$ cat config.mk
export PLATFORM = sky130hd
export DESIGN_NAME = mbox_req_seq
export DESIGN_NICKNAME = d
export VERILOG_FILES = /design/src/rtl/mbox_req_seq.sv
export SDC_FILE = /design/constraint.sdc
export NUM_CORES = 1
export LEC_CHECK = 0
export BUFFER_PORTS_ARGS = -buffer_cell sky130_fd_sc_hd__buf_4
export CAP_MARGIN = 10
export CORE_UTILIZATION = 25
export DETAILED_ROUTE_END_ITERATION = 8
export SETUP_SLACK_MARGIN = 0.02
export SKIP_LAST_GASP = 1
export SYNTH_ARGS = -nofsm -noshare
export SYNTH_HDL_FRONTEND = slang
export SYNTH_SLANG_ARGS = --single-unit
$ cat constraint.sdc
create_clock -name mboxClk -period 2.32 [get_ports mboxClk]
set_input_delay 0.464 -clock mboxClk [delete_from_list [all_inputs] [get_ports mboxClk]]
set_output_delay 0.464 -clock mboxClk [all_outputs]
set_load 0.03 [all_outputs]
$ cat src/rtl/mbox_req_seq.sv
// mbox_req_seq: EBOX memory request sequencer feeding the MBOX (VMA is PDP-10 bits 13:35, data bits 0:35, MSB first).
// Define MBOX_RPW_EN to add the read-pause-write (RPW) state; without it rpwPending is tied low.
module mbox_req_seq #(
    parameter int READ_LATENCY = 1
) (
    input  logic        mboxClk,
    input  logic        mboxReset,
    input  logic        eboxReq,
    input  logic        eboxRead,
    input  logic        eboxWrite,
    input  logic        eboxPSE,
    input  logic [22:0] eboxVMA,
    input  logic [35:0] eboxWriteData,
    input  logic [35:0] cacheDataRead,
    output logic        eboxBusy,
    output logic        memAck,
    output logic [35:0] mbr,
    output logic        mboxReq,
    output logic        mboxRead,
    output logic        mboxWrite,
    output logic        mboxPSE,
    output logic [22:0] mboxVMA,
    output logic [35:0] mboxWriteData,
    output logic        rpwPending,
    output logic        protoErr
);
    typedef enum logic [2:0] {
        IDLE,
        ISSUE,
        WAIT,
        DONE
`ifdef MBOX_RPW_EN
        , RPW
`endif
    } state_t;

    state_t     state, nstate;
    logic       op_wr, pse_q, accept, can_take, op_ok, rpw_gate;
    logic [3:0] cnt;

`ifdef MBOX_RPW_EN
    // The DONE cycle of a PSE read already obeys the paused-write rules.
    assign rpw_gate = state == RPW || (state == DONE && !op_wr && pse_q);
    assign can_take = state == IDLE || state == DONE || state == RPW;
`else
    assign rpw_gate = 1'b0;
    assign can_take = state == IDLE || state == DONE;
`endif
    assign op_ok  = eboxRead ^ eboxWrite;
    assign accept = eboxReq && can_take &&
                    (rpw_gate ? eboxWrite && !eboxRead && eboxVMA == mboxVMA : op_ok);

    always_ff @(posedge mboxClk) begin
        if (mboxReset)
            state <= IDLE;
        else
            state <= nstate;
    end

    always_comb begin
        nstate = state;
        case (state)
            IDLE:    nstate = accept ? ISSUE : IDLE;
            ISSUE:   nstate = op_wr ? DONE : WAIT;
            WAIT:    nstate = cnt == 4'd0 ? DONE : WAIT;
`ifdef MBOX_RPW_EN
            DONE:    nstate = accept ? ISSUE : rpw_gate ? RPW : IDLE;
            RPW:     nstate = accept ? ISSUE : RPW;
`else
            DONE:    nstate = accept ? ISSUE : IDLE;
`endif
            default: nstate = IDLE;
        endcase
    end

    always_comb begin
        eboxBusy  = state == ISSUE || state == WAIT;
        memAck    = state == DONE;
        mboxReq   = state == ISSUE;
        mboxRead  = state == ISSUE && !op_wr;
        mboxWrite = state == ISSUE && op_wr;
        mboxPSE   = state == ISSUE && pse_q;
    end

    always_ff @(posedge mboxClk) begin
        if (mboxReset) begin
            op_wr         <= 1'b0;
            pse_q         <= 1'b0;
            cnt           <= 4'd0;
            mbr           <= 36'd0;
            mboxVMA       <= 23'd0;
            mboxWriteData <= 36'd0;
            protoErr      <= 1'b0;
        end else begin
            if (accept) begin
                op_wr         <= eboxWrite;
                pse_q         <= eboxPSE || rpw_gate;
                mboxVMA       <= eboxVMA;
                mboxWriteData <= eboxWriteData;
            end
            if (eboxReq && !accept)
                protoErr <= 1'b1;
            if (state == ISSUE)
                cnt <= 4'(READ_LATENCY - 1);
            else if (state == WAIT && cnt != 4'd0)
                cnt <= cnt - 4'd1;
            if (state == WAIT && cnt == 4'd0)
                mbr <= cacheDataRead;
        end
    end

`ifdef MBOX_RPW_EN
    always_ff @(posedge mboxClk) begin
        if (mboxReset)
            rpwPending <= 1'b0;
        else if (state == DONE && rpw_gate)
            rpwPending <= 1'b1;
        else if (state == DONE && op_wr)
            rpwPending <= 1'b0;
    end
`else
    assign rpwPending = 1'b0;
`endif
endmodule

Yosys cells after proc, flatten, opt, wreduce, memory -nomap -nowiden:

Index checks and enable logic that the tools add are counted.

* bits in registers: 105
* input bits: 101
* output and inout port bits: 103
* logic and storage cells: 34

* add/subtract/negate cells: 1
* equal/unequal tests: 3
* multiplexer cells: 4
* bitwise logic cells: 1
* reductions and logical operators: 17

Operator list (number)
* $logic_and A1 B1 Y1: 8
* $eq A3 B2 Y1 const B: 2
* $pmux W2 S3: 1
* $logic_not A4 Y1: 1
* $reduce_bool A4 Y1: 1
* $reduce_or A2 Y1: 2
* $sub A4 B1 Y4 const B: 1
* $eq A3 B1 Y1 const B: 1
* $logic_not A3 Y1: 1
* $mux W1: 3
* $logic_not A1 Y1: 2
* $logic_or A1 B1 Y1: 2
* $xor A1 B1 Y1: 1

Longest topological paths before layout:

Gate-level depths: netlist of run 1.

* depth after elaboration: 6
* gate-level depth with buffers: 7
* depth with buffers taken out: 5

Worst setup path before layout of run 1:

Ideal clock, no wire load.

* path type: register -> output
* start point: reg state[0]
* end point: out mboxRead
* data arrival time: 1.291 ns
* data required time: 1.856 ns
* slack: 0.565 ns
* stages on the path, launching flop included: 3
* path buffers: 0
* cells stage by stage: dfxtp_1 > ha_1 > nor2b_1

* longest elaborated chain between the ends: 2

RTL lines
* start: declaration: line 37 `state_t state, nstate;`
* start signal: assignment: line 57 `state <= nstate;`
* $eq A3 B1 Y1
* via mboxReq: line 18 `output logic mboxReq,`
* $logic_and A1 B1 Y1: line 80 `mboxRead = state == ISSUE && !op_wr;`
* end: declaration: line 19 `output logic mboxRead,`

The timed path passes the listed nets, and every way through them passes these cells.

Worst setup path after layout of run 1:

* start point: reg state[0]
* end point: out eboxBusy

* longest elaborated chain between the ends: 2
* elaborated cells between the ends (all ways): 3
* those cells by class: eq/ne (2); reduce/logical (1)

RTL lines
* $eq A3 B1 Y1 / $eq A3 B2 Y1 (equally long branches): line 77 `eboxBusy = state == ISSUE || state == WAIT;`
* $logic_or A1 B1 Y1 *: line 77
* end: declaration: line 15 `output logic eboxBusy,`

Every way passes the cells marked *; elsewhere a longest branch is shown, timed or not.

==> flow_metrics.env, run 1 <==
export IMPL_ctsResizeCount=0
export IMPL_final_max_slew_viol_count=0
export IMPL_hold_violations=0
export IMPL_grt_start_max_net_pins=41
export IMPL_yosys_warnings=0
export IMPL_cts_root_buf="clkbuf_16"
export IMPL_vias=4046
export IMPL_crit_arrival_ns=1.41
export IMPL_end_kind="primary output"
export IMPL_die_y_um=127.6
export IMPL_drt_iter0_drc=153
export IMPL_cts_tree="built"
export IMPL_post_cts_buffers=0
export IMPL_nFillCells=1623
export IMPL_rsz0062_at_grt="no"
export IMPL_p_per_area_nw_per_um2=810.9
export IMPL_first_pass_iters=5
export IMPL_outcome="finished clean"
export IMPL_syn_nets=589
export IMPL_portBuffers=202
export IMPL_yosys_area_top_type_share=0.5281
export IMPL_postCtsHoldBufs=0
export IMPL_ys_top_cells_by_area="dfxtp_1 53%, a21oi_1 13%, o21ai_0 8.1%, nand3_1 7.9%, nand2_1 7.0%"
export IMPL_place_congestion=0.7147
export IMPL_maxCapViolations=0
export IMPL_synth_ff_type="dfxtp_1"
export IMPL_critPathRequiredTime_ns=1.86
export IMPL_antenna_cells=0
export IMPL_grt_pass1_wl_mm=19.30
export IMPL_clock_latency_ns=0.35
export IMPL_clock_skew_ns=0.006073
export IMPL_synth_edf_count=0
export IMPL_grt_antenna_before_repair=0
export IMPL_nets=769
export IMPL_synthMostInstantiatedCell="dfxtp_1"
export IMPL_fin_crit_ns=1.871
export IMPL_critPathLaunchType="flop"
export IMPL_fin_tns_setup_ns=0
export IMPL_holdWs_ns=0.3634
export IMPL_multi_input_area_um2=1672
export IMPL_drt_wirelength_per_cell_um=14.04
export IMPL_die_x_um=127.6
export IMPL_top_level_ports=204
export IMPL_avgSynthCellArea_um2=8.163
export IMPL_setup_viol=0
export IMPL_ant_nets=0
export IMPL_hold_class="input pin to flop"
export IMPL_rows=45
export IMPL_period_share=0.8066
export IMPL_dieArea_um2=16280
export IMPL_cts_buffers=9
export IMPL_wl_mm=12.32
export IMPL_synthCells=483
export IMPL_synth_common_cells="104 x dfxtp_1, 101 x a21oi_1, 73 x nand2_1"
export IMPL_final_seq_area_um2=2082
export IMPL_dp_hpwl_mm=8.277
export IMPL_crit_fanout=4
export IMPL_crit_type="flop to primary output"
export IMPL_drive_gt1_frac=0.3508
export IMPL_synth_cell_types=29
export IMPL_clkSinkCount=104
export IMPL_overflow=0
export IMPL_cts_clk_slew_worst_paths_ns=0.07
export IMPL_grt_pass1_vias=3735
export IMPL_async_flop_share=0
export IMPL_core_um2=15310
export IMPL_area_growth_pct=50.59
export IMPL_cts_buffer_depth=2
export IMPL_p_total_w=0.004814
export IMPL_initial_core_util=0.2574
export IMPL_max_freq_ghz=0.5344
export IMPL_drc=0
export IMPL_p_leak_nw=2.468
export IMPL_htreeDepth=3
export IMPL_grt_total_usage=0.1505
export IMPL_synth_seq_cells=104
export IMPL_synth_top_area_cell="dfxtp_1"
export IMPL_syn_area_um2=3943
export IMPL_seq_area_frac_synth=0.5281
export IMPL_detail_route_vias_per_cell=4.608
export IMPL_vdd_drop_max_v=0.0004281
[cells by family after synthesis]
| family | Yosys count | share of synthesized area |
|---|---|---|
| buffers and inverters | 52 | 0.05681 |
| DFF | 104 | 0.5281 |
| adders and majority gates | 5 | 0.01587 |
| xor gates and xnor gates | 3 | 0.008571 |
| and+or+nand+nor | 150 | 0.1739 |
| AOI/OAI and AO/OA | 168 | 0.2158 |
| other | 1 | 0.0009512 |
[flip-flops by register name, indices dropped and copies added (netlist names)]
signal         cells
state              2
cnt                4
op_wr              1
protoErr           1
mboxVMA           23
mboxWriteData     36
mbr               36
pse_q              1
[cell usage in the layout, fill, tap and decap left out, drive strengths merged, types with 2 or more instances in the layout]
cell / instances
nor2b: 2
dfxtp: 104
clkinv: 2
inv: 7
nand3: 62
a21oi: 101
buf: 214
xor2: 2
clkbuf: 12
and2: 3
nor2: 2
nand2: 73
o21ai: 64
ha: 5
[power breakdown]
group	internal (W)	leakage, nW	total [W]	switching [W]
registers	0.00194	0.846	0.00202	0.0000772
clock network	0.000778	0.134	0.00144	0.000666
logic	0.000492	1.49	0.00135	0.000857
total	0.00321	2.47	0.00481	0.00160
[metrics by stage]
| stage | std cells | setup slack [ns] | cell area [µm²] | utilization |
|---|---|---|---|---|
| floorplan | 483 | 0.5652 | 3943 | - |
| global placement | 863 | 0.5502 | 5663 | 0.3698 |
| detailed placement | 863 | 0.5067 | 5663 | 0.3698 |
| CTS | 878 | 0.4106 | 5937 | 0.3877 |
| global route | 878 | 0.3647 | 5937 | 0.3877 |
| finish | 878 | 0.4488 | 5937 | 0.3877 |
[critical path, cell delays in order, from the launching register on]
cell     delay (ns)
dfxtp_1        0.38
inv_1          0.06
ha_1           0.35
inv_1          0.10
buf_4          0.17
[final cells by class]
class,count,area share
clock buffers,12,0.04320
clock inverters,3,0.002950
inverters,7,0.004426
multi-input cells,327,0.2816
flip-flops and latches,104,0.3507
well taps,211,0.04447
repair buffers,214,0.2727
[path summary, 6_finish.rpt]
kind,depth (start not counted),endpoint,start,slack [ns]
min reg2reg,2,mbr[0],mbr[0],0.46
max reg2reg,6,mboxWriteData[16],state[0],0.53
min,3,mbr[19],cacheDataRead[19],0.36
max,4,eboxBusy,state[0],0.45
[routing by layer]
layer / track usage / vias to the layer above / share of wire
li1: - / 2012 / -
met1: 0.1864 / 1878 / 0.44
met2: 0.2440 / 143 / 0.47
met3: 0.05025 / 13 / 0.075
met4: 0.05260 / 0 / 0.014
met5: 0 / - / 0
Note: power is estimated with default switching activity, not from simulation.
==> run 2: changes to the inputs <==
--- a/config.mk
+++ b/config.mk
@@ -5,6 +5,7 @@
 export SDC_FILE = /design/constraint.sdc
 export NUM_CORES = 1
 export LEC_CHECK = 0
+export ABC_AREA = 1
 export BUFFER_PORTS_ARGS = -buffer_cell sky130_fd_sc_hd__buf_4
 export CAP_MARGIN = 10
 export CORE_UTILIZATION = 25
==> constraint.sdc (replaced) <==
create_clock -name mboxClk -period 1.75 [get_ports mboxClk]
set_input_delay 0.35 -clock mboxClk [delete_from_list [all_inputs] [get_ports mboxClk]]
set_output_delay 0.35 -clock mboxClk [all_outputs]
set_load 0.03 [all_outputs]
==> run 2 against run 1 <==
Effect of this change: clock power grew 31%; sequential share of layout area shrank 0.35 points; setup slack got worse by 0.36 ns; area after synthesis increased by 0.79%; register-to-register slack worse by 0.37 ns; die area up 0.78%; critical path type unchanged; count of clock-buffer cells in the layout increased by 2; highest routed layer unchanged; first-iteration DRC count decreased by 12%; critical endpoint unchanged; clock skew barely moved.
==> flow_metrics.env, run 2 <==
export IMPL_cts_root_buf="clkbuf_16"
export IMPL_crit_family="flip-flops"
export IMPL_crit_arrival_ns=1.31
export IMPL_wl_mm=11.80
export IMPL_layout_common_cells="207 x buf_4, 102 x dfxtp_1, 98 x a21oi_1"
export IMPL_grt_pass1_wl_mm=18.13
export IMPL_critPathRequiredTime_ns=1.40
export IMPL_tightest_slew_ns=0.5113
export IMPL_core_um2=15370
export IMPL_synthCells=486
export IMPL_vdd_drop_max_v=0.0007077
export IMPL_rows=45
export IMPL_htreeDepth=3
export IMPL_synth_common_cells="104 x dfxtp_1, 98 x a21oi_1, 72 x nand2_1"
export IMPL_p_sw_frac=0.3423
export IMPL_cts_tree="built"
export IMPL_area_growth_pct=51.29
export IMPL_clockPowerShare=0.274
export IMPL_syn_area_um2=3974
export IMPL_place_congestion=0.7195
export IMPL_synth_edf_count=0
export IMPL_grt_pass1_vias=3515
export IMPL_initial_core_util=0.2585
export IMPL_p_switching_w=0.002345
export IMPL_overflow=0
export IMPL_hold_violations=0
export IMPL_maxCapViolations=0
export IMPL_dp_hpwl_mm=7.905
export IMPL_fin_tns_setup_ns=0
export IMPL_period_share=0.9475
export IMPL_end_kind="primary output"
export IMPL_ant_nets=0
export IMPL_top_level_ports=204
export IMPL_yosys_warnings=0
export IMPL_portBuffers=202
export IMPL_p_comb_frac=0.319
export IMPL_reg2reg_depth=8
export IMPL_p_int_w=0.004505
export IMPL_synth_ff_type="dfxtp_1"
export IMPL_rsz0062_at_grt="yes"
export IMPL_min_delay_start="eboxReq"
export IMPL_nets=783
export IMPL_setup_viol=0
export IMPL_drt_wirelength_per_cell_um=13.21
export IMPL_r2r_start="state[0]"
export IMPL_cts_clk_slew_worst_paths_ns=0.07
export IMPL_drc=0
export IMPL_fin_crit_ns=1.658
export IMPL_antenna_cells=0
export IMPL_slew_headroom=0.6591
export IMPL_crit_type="flop to primary output"
export IMPL_async_flop_share=0
export IMPL_grt_antenna_before_repair=0
export IMPL_seq_area_frac_synth=0.5239
export IMPL_postCtsHoldBufs=0
export IMPL_synth_top_area_cell="dfxtp_1"
export IMPL_ys_top_cells_by_area="dfxtp_1 52%, a21oi_1 12%, nand3_1 7.8%, nand2_1 6.8%, o21ai_0 4.7%"
export IMPL_reg_top3="mboxWriteData: 36 flops, mbr: 36 flops, mboxVMA: 23 flops"
export IMPL_p_per_area_nw_per_um2=1139
export IMPL_drive_gt1_frac=0.3504
export IMPL_synthMostInstantiatedCell="dfxtp_1"
export IMPL_detail_route_vias_per_cell=4.315
export IMPL_hold_end="protoErr"
export IMPL_clock_latency_ns=0.35
export IMPL_cts_buffer_depth=2
export IMPL_first_pass_iters=4
export IMPL_pwr_share_seq=0.408
export IMPL_synth_cell_types=24
export IMPL_final_common_cell="buf_4"
export IMPL_avgSynthCellArea_um2=8.177
export IMPL_die_x_um=128.1
export IMPL_worst_r2r_setup_slack_ns=0.16
export IMPL_yosys_area_top_type_share=0.5239
export IMPL_holdWs_ns=0.2443
export IMPL_outcome="finished clean"
export IMPL_clkSinkCount=104
export IMPL_crit_chain="inv_1 -> ha_1 -> inv_2 -> buf_6"
export IMPL_clock_skew_ns=0.006444
export IMPL_die_y_um=128.1
export IMPL_dieArea_um2=16400
export IMPL_p_leak_nw=2.604
export IMPL_cts_buffers=9
export IMPL_slowest_delay_ns=0.37
export IMPL_synth_seq_cells=104
export IMPL_slowest_stage="dfxtp_4"
export IMPL_cp_num_buf_inv=3
export IMPL_r2r_end="mboxWriteData[18]"
export IMPL_hold_class="input pin to flop"
export IMPL_grt_start_max_net_pins=62
export IMPL_crit_fanout=4
export IMPL_syn_nets=592
export IMPL_vias=3853
export IMPL_grt_total_usage=0.1409
export IMPL_critPathLaunchType="flop"
export IMPL_max_freq_ghz=0.6031
export IMPL_hold_path_depth=3
export IMPL_final_max_slew_viol_count=0
export IMPL_drt_iter0_drc=135
run 2: cell types whose count changed in the layout (fill, tap and decap cells not counted), sizes merged, moves of 3 or more:
cell    previous run  this run
and2               3         0
clkbuf            12        16
inv                7        49
nor2               2        14
o21ai             64        37
run 2: how the worst max path moves through the flow:
stage / from / endpoint / slack (ns) / cells past startpoint
floorplan: state[0] / mboxRead / 0.13 / 3
global placement: state[0] / mboxWriteData[19] / 0.15 / 7
detailed placement: state[0] / mboxVMA[10] / 0.11 / 7
CTS: state[1] / mboxRead / 0.02 / 5
global route: state[0] / eboxBusy / 0.02 / 4
finish: state[0] / eboxBusy / 0.09 / 4
run 2: cell families after synthesis:
logic type	Yosys count	synth area share
flops	104	0.5239
fa+ha+maj	5	0.01574
buf+inv	85	0.1061
compound gates	139	0.1829
other cells	1	0.0009437
simple gates	152	0.1703
run 2: power by group through the flow:
stage	combinational, W	clock, W	sequential [W]
6_report	0.00218	0.00188	0.00279
5_1_grt	0.00235	0.00205	0.00283
4_1_cts	0.00213	0.00196	0.00279
3_5_place_dp	0.00212	0	0.00284
3_3_place_gp	0.00211	0	0.00283
2_1_floorplan	0.000769	0	0.00335
run 2: metrics by stage:
stage	std cells	power, W	util	worst slack (ns)	cell area, µm²
after floorplan	486	0.004117	-	0.1266	3974
after global placement	874	0.004945	0.3691	0.1477	5674
after detailed placement	874	0.004955	0.3691	0.1062	5674
after CTS	890	0.006884	0.3875	0.01580	5957
after global routing	893	0.007230	0.3911	0.01774	6012
final	893	0.006850	0.3911	0.09184	6012
run 2: area by class of cell:
cell class / instances / area [µm²]
fill: 1662 / 9359
sequential: 104 / 2087
inverter: 49 / 183.9
clock buffer: 14 / 254.0
clock inverter: 2 / 15.01
multi-input combinational: 297 / 1493
timing repair buffer: 216 / 1715
tap: 211 / 264.0
run 2: metal layers:
metal / track usage / up-vias / wire [µm]
met3: 0.04674 / 20 / 720
met4: 0.05190 / 0 / 285
met5: 0 / - / 0
met1: 0.1671 / 1737 / 5066
li1: - / 1978 / -
met2: 0.2363 / 118 / 5725
run 2: worst min-delay path, delay by kind of cell:
| family | cells | cell delay [ns] |
|---|---|---|
| buffers and inverters | 1 | 0.08 |
| AO/OA/AOI/OAI | 1 | 0.05 |
| AND/OR/NAND/NOR | 1 | 0.07 |
run 2: repair_timing:
item,in CTS,in global routing
pin swaps,0,1
setup endpoints to repair,3,25
gates cloned,0,1
resized for setup,3,5
setup buffers,0,2
==> run 3: changes to the inputs <==
--- a/config.mk
+++ b/config.mk
@@ -8,8 +8,11 @@
 export ABC_AREA = 1
 export BUFFER_PORTS_ARGS = -buffer_cell sky130_fd_sc_hd__buf_4
 export CAP_MARGIN = 10
+export CELL_PAD_IN_SITES_DETAIL_PLACEMENT = 0
+export CELL_PAD_IN_SITES_GLOBAL_PLACEMENT = 1
 export CORE_UTILIZATION = 25
 export DETAILED_ROUTE_END_ITERATION = 8
+export PLACE_DENSITY_LB_ADDON = 0.1
 export SETUP_SLACK_MARGIN = 0.02
 export SKIP_LAST_GASP = 1
 export SYNTH_ARGS = -nofsm -noshare
==> run 3 against run 2 <==
Effect of this change: die area stayed put; power is 6.0% higher; global-route usage is 0.53 points higher; critical path depth is 1 higher; combinational power is 4% lower; clock power is 27% higher; count of clock-buffer cells in the layout is 3 lower; sequential power hardly changed; largest cell class unchanged; non-clock buffer count is 2 lower; first-iteration DRC count is 4.4% higher; clock skew is 0.00098 ns higher.
==> flow_metrics.env, run 3 (same netlist as run 2, synthesis figures left out) <==
export IMPL_maxCapViolations=0
export IMPL_max_freq_ghz=0.6092
export IMPL_p_leak_nw=2.631
export IMPL_grt_pass1_vias=3520
export IMPL_p_int_w=0.004920
export IMPL_wl_met1_mm=5.113
export IMPL_hold_violations=0
export IMPL_wl_mm=11.98
export IMPL_place_congestion=0.7081
export IMPL_final_common_cell="buf_4"
export IMPL_initial_core_util=0.2585
export IMPL_detail_route_vias_per_cell=4.270
export IMPL_dr_wl_met3_um=895
export IMPL_core_um2=15370
export IMPL_reg2reg_depth=7
export IMPL_top_level_ports=204
export IMPL_p_switching_w=0.002343
export IMPL_worst_r2r_setup_slack_ns=0.22
export IMPL_htreeDepth=3
export IMPL_clockPowerShare=0.327
export IMPL_p_sw_frac=0.3226
export IMPL_fin_tns_setup_ns=0
export IMPL_drive_gt1_frac=0.3544
export IMPL_cts_tree="built"
export IMPL_clock_latency_ns=0.35
export IMPL_r2r_start="state[0]"
export IMPL_period_share=0.9381
export IMPL_final_area_um2=6041
export IMPL_p_per_area_nw_per_um2=1202
export IMPL_critPathRequiredTime_ns=1.40
export IMPL_area_growth_pct=52.02
export IMPL_grt_total_usage=0.1462
export IMPL_cts_clk_slew_worst_paths_ns=0.07
export IMPL_hold_path_depth=3
export IMPL_cts_root_buf="clkbuf_16"
export IMPL_outcome="finished clean"
export IMPL_clock_skew_ns=0.007419
export IMPL_top_layer="met4"
export IMPL_clkSinkCount=104
export IMPL_r2r_end="mboxWriteData[32]"
export IMPL_drt_wirelength_per_cell_um=13.44
export IMPL_drc=0
export IMPL_critPathLaunchType="flop"
export IMPL_end_kind="primary output"
export IMPL_nets=781
export IMPL_dieArea_um2=16400
export IMPL_p_comb_frac=0.289
export IMPL_crit_fanout=5
export IMPL_vias=3805
export IMPL_reg_top3="mboxWriteData: 36 flops, mbr: 36 flops, mboxVMA: 23 flops"
export IMPL_overflow=0
export IMPL_portBuffers=202
export IMPL_cts_buffer_depth=2
export IMPL_crit_arrival_ns=1.29
export IMPL_vdd_drop_max_v=0.0006578
export IMPL_drt_iter0_drc=141
export IMPL_cts_buffers=9
export IMPL_grt_pass1_wl_mm=18.47
export IMPL_die_x_um=128.1
export IMPL_pwr_share_seq=0.384
export IMPL_ant_nets=0
export IMPL_hold_class="input pin to flop"
export IMPL_layout_common_cells="209 x buf_4, 103 x dfxtp_1, 98 x a21oi_1"
export IMPL_post_cts_buffers=0
export IMPL_setup_viol=0
export IMPL_route_met2_wl_mm=5.872
export IMPL_grt_antenna_before_repair=0
export IMPL_hold_end="protoErr"
export IMPL_rows=45
export IMPL_rsz0062_at_grt="no"
export IMPL_postCtsHoldBufs=0
export IMPL_antenna_cells=0
export IMPL_min_delay_start="eboxReq"
export IMPL_final_max_slew_viol_count=0
export IMPL_die_y_um=128.1
export IMPL_crit_type="flop to primary output"
export IMPL_postPlaceCellArea_um2=5669
export IMPL_dp_hpwl_mm=8.304
export IMPL_grt_start_max_net_pins=74
export IMPL_fin_crit_ns=1.642
export IMPL_first_pass_iters=4
==> run 3: cell type report <==
| type | instances | area [µm²] |
|---|---|---|
| clock buffers | 11 | 252.7 |
| repair buffers | 214 | 1669 |
| inverters | 49 | 183.9 |
| clock inverters | 5 | 102.6 |
| multi-input cells | 297 | 1485 |
| fillers | 1614 | 9330 |
| well taps | 211 | 264.0 |
| flip-flops and latches | 104 | 2083 |
==> run 3: worst max-delay path by stage <==
stage	start	to	slack, ns	cells after the start
after floorplan	state[0]	mboxRead	0.13	3
after global placement	state[0]	mboxVMA[0]	0.24	7
after detailed placement	state[0]	mboxWriteData[32]	0.21	7
after CTS	state[0]	mboxRead	0.07	5
after global routing	state[0]	mboxRead	0.02	5
final	state[0]	mboxRead	0.11	5
==> run 3: power by group through the flow <==
stage	logic, W	registers [W]	clock network [W]
floorplan	0.000769	0.00335	0
global placement	0.00211	0.00283	0
detailed placement	0.00212	0.00284	0
CTS	0.00213	0.00279	0.00247
global route	0.00227	0.00282	0.00258
finish	0.00210	0.00279	0.00238
==> run 3: layer usage <==
layer	global-route usage	vias to the layer above
met1	0.1683	1715
li1	-	1972
met2	0.2458	110
met3	0.06093	8
met5	0	-
met4	0.04567	0
==> run 3: critical path, stage by stage, from the launching register on <==
cell     delay [ns]
dfxtp_2        0.33
buf_4          0.13
ha_4           0.16
inv_1          0.05
nor2_1         0.11
buf_4          0.18
==> run 3: metrics by stage <==
stage / hold WS, ns / setup WS [ns] / power (W) / instances / util
after floorplan: 0.4412 / 0.1266 / 0.004117 / 486 / -
after global placement: 0.4327 / 0.2356 / 0.004942 / 875 / 0.3688
after detailed placement: 0.4380 / 0.2059 / 0.004958 / 875 / 0.3688
after CTS: 0.2272 / 0.06956 / 0.007390 / 891 / 0.3929
after global routing: 0.2473 / 0.02203 / 0.007669 / 891 / 0.3930
final: 0.2422 / 0.1084 / 0.007263 / 891 / 0.3930
==> run 3: timing repair <==
action | CTS | global route
endpoints found under the setup margin | 2 | 3
gates resized for setup | 3 | 2
cloned | 0 | 0
